$ cat src/rtl/class_word_gen.sv
// class_word_gen: emits bursts of 5-bit words that belong to one adjacency
// class ("00" pair or "11" pair) over a valid/ready handshake, together with
// the latched selection and mode for the downstream class counter.
module class_word_gen (
    input  logic       CLK,
    input  logic       RESET_N,
    input  logic       start,
    input  logic       selection,
    input  logic       mode,
    input  logic [4:0] count,
    input  logic       ready,
    output logic [4:0] word,
    output logic       word_valid,
    output logic       sel_out,
    output logic       mode_out,
    output logic       busy,
    output logic       done,
    output logic [4:0] sent
);

    typedef enum logic [1:0] {StIdle, StSearch, StSend, StDone} state_e;

    state_e     state_q, state_d;
    logic [4:0] cursor_q, cursor_d;
    logic [4:0] word_q, word_d;
    logic       valid_q, valid_d;
    logic       sel_q, sel_d;
    logic       mode_q, mode_d;
    logic [4:0] cnt_q, cnt_d;
    logic [4:0] sent_q, sent_d;

    logic       hit00;
    logic       hit11;
    logic       match;
    logic [4:0] sent_inc;

    // Class membership of the cursor: any adjacent pair of zeros / of ones.
    always_comb begin
        hit00    = |(~cursor_q[3:0] & ~cursor_q[4:1]);
        hit11    = |(cursor_q[3:0] & cursor_q[4:1]);
        match    = sel_q ? hit11 : hit00;
        sent_inc = sent_q + 5'd1;
    end

    // State and datapath registers; reset aborts any burst at once.
    always_ff @(posedge CLK or negedge RESET_N) begin
        if (!RESET_N) begin
            state_q  <= StIdle;
            cursor_q <= 5'd0;
            word_q   <= 5'd0;
            valid_q  <= 1'b0;
            sel_q    <= 1'b0;
            mode_q   <= 1'b0;
            cnt_q    <= 5'd0;
            sent_q   <= 5'd0;
        end else begin
            state_q  <= state_d;
            cursor_q <= cursor_d;
            word_q   <= word_d;
            valid_q  <= valid_d;
            sel_q    <= sel_d;
            mode_q   <= mode_d;
            cnt_q    <= cnt_d;
            sent_q   <= sent_d;
        end
    end

    // Next-state logic: search one cursor per cycle, hold word until accepted.
    always_comb begin
        state_d  = state_q;
        cursor_d = cursor_q;
        word_d   = word_q;
        valid_d  = valid_q;
        sel_d    = sel_q;
        mode_d   = mode_q;
        cnt_d    = cnt_q;
        sent_d   = sent_q;

        unique case (state_q)
            StIdle: begin
                if (start) begin
                    sel_d    = selection;
                    mode_d   = mode;
                    cnt_d    = count;
                    cursor_d = 5'd0;
                    sent_d   = 5'd0;
                    word_d   = 5'd0;
                    state_d  = (count == 5'd0) ? StDone : StSearch;
                end
            end
            StSearch: begin
                if (match) begin
                    word_d  = cursor_q;
                    valid_d = 1'b1;
                    state_d = StSend;
                end else begin
                    cursor_d = cursor_q + 5'd1;
                end
            end
            StSend: begin
                if (ready) begin
                    valid_d  = 1'b0;
                    cursor_d = cursor_q + 5'd1;
                    sent_d   = sent_inc;
                    state_d  = (sent_inc == cnt_q) ? StDone : StSearch;
                end
            end
            StDone: begin
                state_d = StIdle;
            end
            default: begin
                state_d = StIdle;
            end
        endcase
    end

    // Outputs decoded from registered state.
    always_comb begin
        word       = word_q;
        word_valid = valid_q;
        sel_out    = sel_q;
        mode_out   = mode_q;
        sent       = sent_q;
        busy       = (state_q == StSearch) || (state_q == StSend);
        done       = (state_q == StDone);
    end

endmodule

$ cat config.mk
export PLATFORM = sky130hd
export DESIGN_NAME = class_word_gen
export DESIGN_NICKNAME = d
export VERILOG_FILES = /design/src/rtl/class_word_gen.sv
export SDC_FILE = /design/constraint.sdc
export NUM_CORES = 1
export LEC_CHECK = 0
export ABC_AREA = 1
export ABC_CLOCK_PERIOD_IN_PS = 2100
export BUFFER_PORTS_ARGS = -buffer_cell sky130_fd_sc_hd__buf_2
export CORE_MARGIN = 8
export CORE_UTILIZATION = 55
export DETAILED_ROUTE_END_ITERATION = 8
export MAX_ROUTING_LAYER = met4
export PLACE_DENSITY = 0.79
export SLEW_MARGIN = 20
export SYNTH_ARGS = -nofsm -noshare
export SYNTH_HDL_FRONTEND = slang
export SYNTH_SLANG_ARGS = --single-unit
$ cat constraint.sdc
create_clock -name CLK -period 2.1 [get_ports CLK]
set_clock_uncertainty 0.05 [all_clocks]
set_input_delay 0.525 -clock CLK [delete_from_list [all_inputs] [get_ports CLK]]
set_output_delay 0.525 -clock CLK [all_outputs]
set_load 0.03 [all_outputs]
==> Word level (Yosys, flattened, before mapping) <==
Cells that the tools add are included.
{ "word_totals": {"output_inout_bits": 15, "word_cells": 55, "regBits": 25, "input_bits": 11} }
{ "op_classes": {"n_reduce_logical": 15, "addsub": 2, "n_eq_ne": 8, "bitwise": 4, "mux": 18} }
{ "op_table": {"columns": ["cell", "count"], "rows": [
  ["5-bit two-way mux", 5],
  ["5-bit one-hot mux with 2 select lines", 2],
  ["5-bit one-hot mux with 3 select lines", 1],
  ["3-bit AND reduction", 4],
  ["5-bit by 1-bit adder with 5-bit output, second input constant", 2],
  ["2-bit two-way mux", 5],
  ["4-bit AND", 2],
  ["2-bit inequality test, second input constant", 4],
  ["4-bit inverter", 2],
  ["2-bit one-hot mux with 4 select lines", 1],
  ["4-bit OR reduction", 2],
  ["2-bit nonzero test", 3],
  ["5-bit == test", 1],
  ["5-bit logical NOT", 1],
  ["2-bit == test, second input constant", 2],
  ["4-bit AND reduction", 1],
  ["1-bit two-way mux", 3],
  ["3-bit nonzero test", 1],
  ["2-bit by 1-bit == test with 1-bit output, second input constant", 1],
  ["2-bit logical NOT", 1],
  ["1-bit one-hot mux with 2 select lines", 1],
  ["2-bit AND reduction", 1],
  ["1-bit logical OR", 1]
]} }

==> Longest topological paths before layout <==
{ "logic_depth": {"word_depth": 6, "mapped_depth": 11, "mapped_depth_nobuf": 11} }

==> Worst setup path after synthesis <==
OpenSTA, ideal clock, no wires.
{ "synth_path": {"kind": "register -> register", "from": "register sent_q[0] (netlist: sent[0])", "to": "register state_q[1]", "setup_ns": 0.065, "arrival_ns": 1.408, "stages_incl_launch_ff": 12, "path_buffers": 0, "required_time_ns": 1.985, "period_less_slack_ns": 1.522, "path_slack_ns": 0.578, "cell_sequence": "dfrtp_1 > ha_1 > inv_1 > nand2_2 > nand2_1 > nand2_1 > nand2_1 > nor2_1 > nand4_1 > nand2_1 > nand2_1 > nand2_1"} }
{ "synth_via": {"elab_chain_cells": 5} }
{ "synth_rtl": {"columns": ["item", "line", "rtl"], "rows": [
  ["start, declared", "30", "logic [4:0] sent_q, sent_d;"],
  ["start signal, assigned", "64", "sent_q <= sent_d;"],
  ["5-bit by 1-bit adder with 5-bit output", "42", "sent_inc = sent_q + 5'd1;"],
  ["5-bit == test", "105", "state_d = (sent_inc == cnt_q) ? StDone : StSearch;"],
  ["2-bit two-way mux", "105", null],
  ["2-bit two-way mux", "101", "if (ready) begin"],
  ["2-bit one-hot mux with 4 select lines", "79", "unique case (state_q)"],
  ["end signal, assigned", "48", "state_q <= StIdle;"],
  ["end signal, assigned", "57", "state_q <= state_d;"],
  ["end, declared", "23", "state_e state_q, state_d;"]
]} }
Every way passes these cells. The select of a mux whose other input is x is not followed.
A chain may end at the register's enable or synchronous reset.

==> Worst setup path after layout <==
{ "layout_path": {"from": "register state_q[1]", "to": "output port busy"} }
{ "layout_via": {"elab_chain_cells": 2} }
{ "layout_rtl": {"columns": ["item", "line", "rtl"], "rows": [
  ["2-bit by 1-bit == test with 1-bit output or 2-bit == test (tied branches)", "124", "busy = (state_q == StSearch) || (state_q == StSend);"],
  ["1-bit logical OR *", "124", null],
  ["end, declared", "16", "output logic busy,"]
]} }
Every way passes the cells marked *; elsewhere a longest branch is shown, timed or not.

==> flow_summary.ini <==
[run_status]
outcome = complete, no violations

[sta]
fin_tns_setup_ps = 0
worst_slew_pin_slew_ps = 556
rsz0062_at_grt = false
hold_viol_final = 0
final.period_utilization_pct = 95.7
max_slew_margin_pct = 62.9
setup_viol_count_final = 0
post-route-min-period_ps = 2010
report.final.slew_viol_count = 0
achievable-frequency_mhz = 498

[clock_network]
cts_max_level = 1
cts_buffers = 3
clockBufferDepth = 2
clk_pin_slew_worst_paths_ps = 130
clkLatencyLatePin_ps = 320
cts.hold.buffers_added = 0
clock_sinks = 25
tritoncts_clock_tree = built
ctsRootBufferMaster = sky130_fd_sc_hd__clkbuf_4

[global_route]
first_pass_grt_wire_length_um = 5440
grt_overflow = 0
maximum_number_of_pins_on_one_net_before_global_route_repair = 26
number_of_antenna_violations_at_the_first_check_in_global_routing = 0
grt_util_all_layers_pct = 15.7
vias_in_the_first_global_route = 1236

[synth]
seq_total_area_yosys_pct = 43.3
synth.distinct_cells = 28
syn-mean-instance-area_um2 = 8.12
post_synth_instance_area_um2 = 1450
synthesis.yosys.warnings = 0
syn-instance-count = 178
ys_ff_latch = 25
synthesized_net_count = 197

[floorplan]
core_region_area_um2 = 2480
dieArea_um2 = 4520
start_util_pct = 58.3
die_width_um = 67.3
std_cell_rows = 18
ios = 26
die_h_um = 67.3

[final_layout]
area_growth_syn_to_layout_pct = 12.1
antenna_cells_inserted = 0
final_layout_size_suffix_gt1_share_pct = 22.4
finalNetCount = 225
fill_cells = 216
fin_util_pct = 65.4

[detailed_routing]
dr.first_iter.drc_count = 87
drc = 0
ant_nets = 0
vias = 1273
first_pass_iters = 4
vias_per_cell = 5.42
detail_route.wl_per_cell_um = 13.7
detail_route.wirelength_um = 3230

[power]
irDropWorstVdd_uv = 1110
leakage_nw = 0.855
power_density_nw_per_um2 = 1370
post-layout-total-power_mw = 2.23

[worst_setup_path]
cp_data_arrival_time_ps = 1430
critical_path_capture_point_type = primary output
crit_path_max_fanout = 5
crit_path_top_delay_cell = sky130_fd_sc_hd__dfrtp_1
path_cells = inv_1, ha_1, buf_2
critical_path.startpoint_type = register
cpPeakStageDelay_ps = 440
timing.critical_path.buf_inv = 2
path_delay_family = flip-flops
worstPathRequired_ps = 1520
ws_path_type = register to primary output

[place]
hpwlAfterDp_um = 2440
place.port_buffers = 25
gp_congestion = 0.857

[worst_hold_path]
holdCritPathClass = input port to asynchronous set/reset pin

[job]
max-cap-violations = 0
[power breakdown]
part,switching [mW],leakage [nW],total (mW),internal (mW)
Clock,0.143,0.0150,0.217,0.0743
Combinational,0.814,0.515,1.21,0.398
Sequential,0.164,0.325,0.797,0.633
Total,1.12,0.855,2.23,1.11
[cells by family (layout without fill, tap and decap cells)]
logic type | Yosys count | count (layout) | share of synthesized area [%]
AND/OR/NAND/NOR | 87 | 87 | 28.2
buffers and inverters | 27 | 54 | 7.71
AO/OA/AOI/OAI | 25 | 25 | 9.70
flip-flops | 25 | 25 | 43.3
adder cells (fa/ha/maj) | 8 | 8 | 6.93
XOR/XNOR | 3 | 3 | 1.82
multiplexers | 3 | 3 | 2.34
[cells in the mapped netlist (all sizes together)]
cell type	count	area [um2]
o211ai	1	7.51
nor2	13	53.8
or2	3	18.8
nand4	5	31.3
nand2	55	239
inv	24	90.1
nand3b	2	15.0
o21ai	17	88.8
xor2	2	17.5
dfrtp	25	626
o22ai	3	18.8
buf	3	21.3
xnor2	1	8.76
a21oi	2	10.0
ha	8	100
a21o	1	7.51
o31ai	1	7.51
nand3	9	50.1
mux2	3	33.8
[path summary, 6_finish.rpt]
kind,startpoint,to,slack [ps],cells after the start
setup / recovery,state_q[1],busy,90,3
hold / removal,RESET_N,cursor_q[4],120,1
setup reg to reg,state_q[0],sent[0],380,9
hold reg to reg,word[3],word[3],470,2
max in group asynchronous,RESET_N,cursor_q[1],1510,1
min in group CLK,selection,sel_out,380,2
[area by class of cell]
cell class,count,area (um2),share of cell area [%]
multi-input cells,126,708,43.7
inverters,24,90.1,5.56
clock buffers,4,26.3,1.62
flip-flops and latches,25,626,38.6
well taps,30,37.5,2.32
repair buffers,26,133,8.19
[per-stage QoR]
step	cell area, um2	std cells	setup slack [ps]	hold slack [ps]
floorplan	1450	178	578	179
global placement	1590	230	489	418
detailed placement	1590	230	391	433
CTS	1610	234	72.3	143
global route	1620	235	22.2	163
finish	1620	235	90.6	123
[cell usage in the layout (no fill, tap or decap), types with 5 or more instances in the layout]
master	instances
sky130_fd_sc_hd__nand2_1	48
sky130_fd_sc_hd__dfrtp_1	25
sky130_fd_sc_hd__buf_2	25
sky130_fd_sc_hd__inv_1	21
sky130_fd_sc_hd__nor2_1	11
sky130_fd_sc_hd__o21ai_1	11
sky130_fd_sc_hd__nand3_1	8
sky130_fd_sc_hd__ha_1	8
sky130_fd_sc_hd__nand4_1	5
sky130_fd_sc_hd__o21ai_0	5
[sequential cells by signal, summed over array words and instances, names as in the netlist]
signal	flops
cnt_q	5
cursor_q	5
mode_out	1
sel_out	1
sent	5
state_q	2
word	5
word_valid	1
[per-layer routing]
layer | global-route usage [%] | vias to the layer above | wire length, um
met5 | - | - | 0
met3 | 3.31 | 4 | 215
li1 | - | 627 | -
met1 | 19.2 | 590 | 1460
met2 | 24.1 | 52 | 1510
met4 | 7.31 | 0 | 44
[timing repair]
| action | 4_1_cts | 5_1_grt |
|---|---|---|
| resized for setup | 0 | 0 |
| buffers inserted | 0 | 1 |
| endpoints found under the setup margin | 0 | 1 |
(Power assumes the default switching activity.)
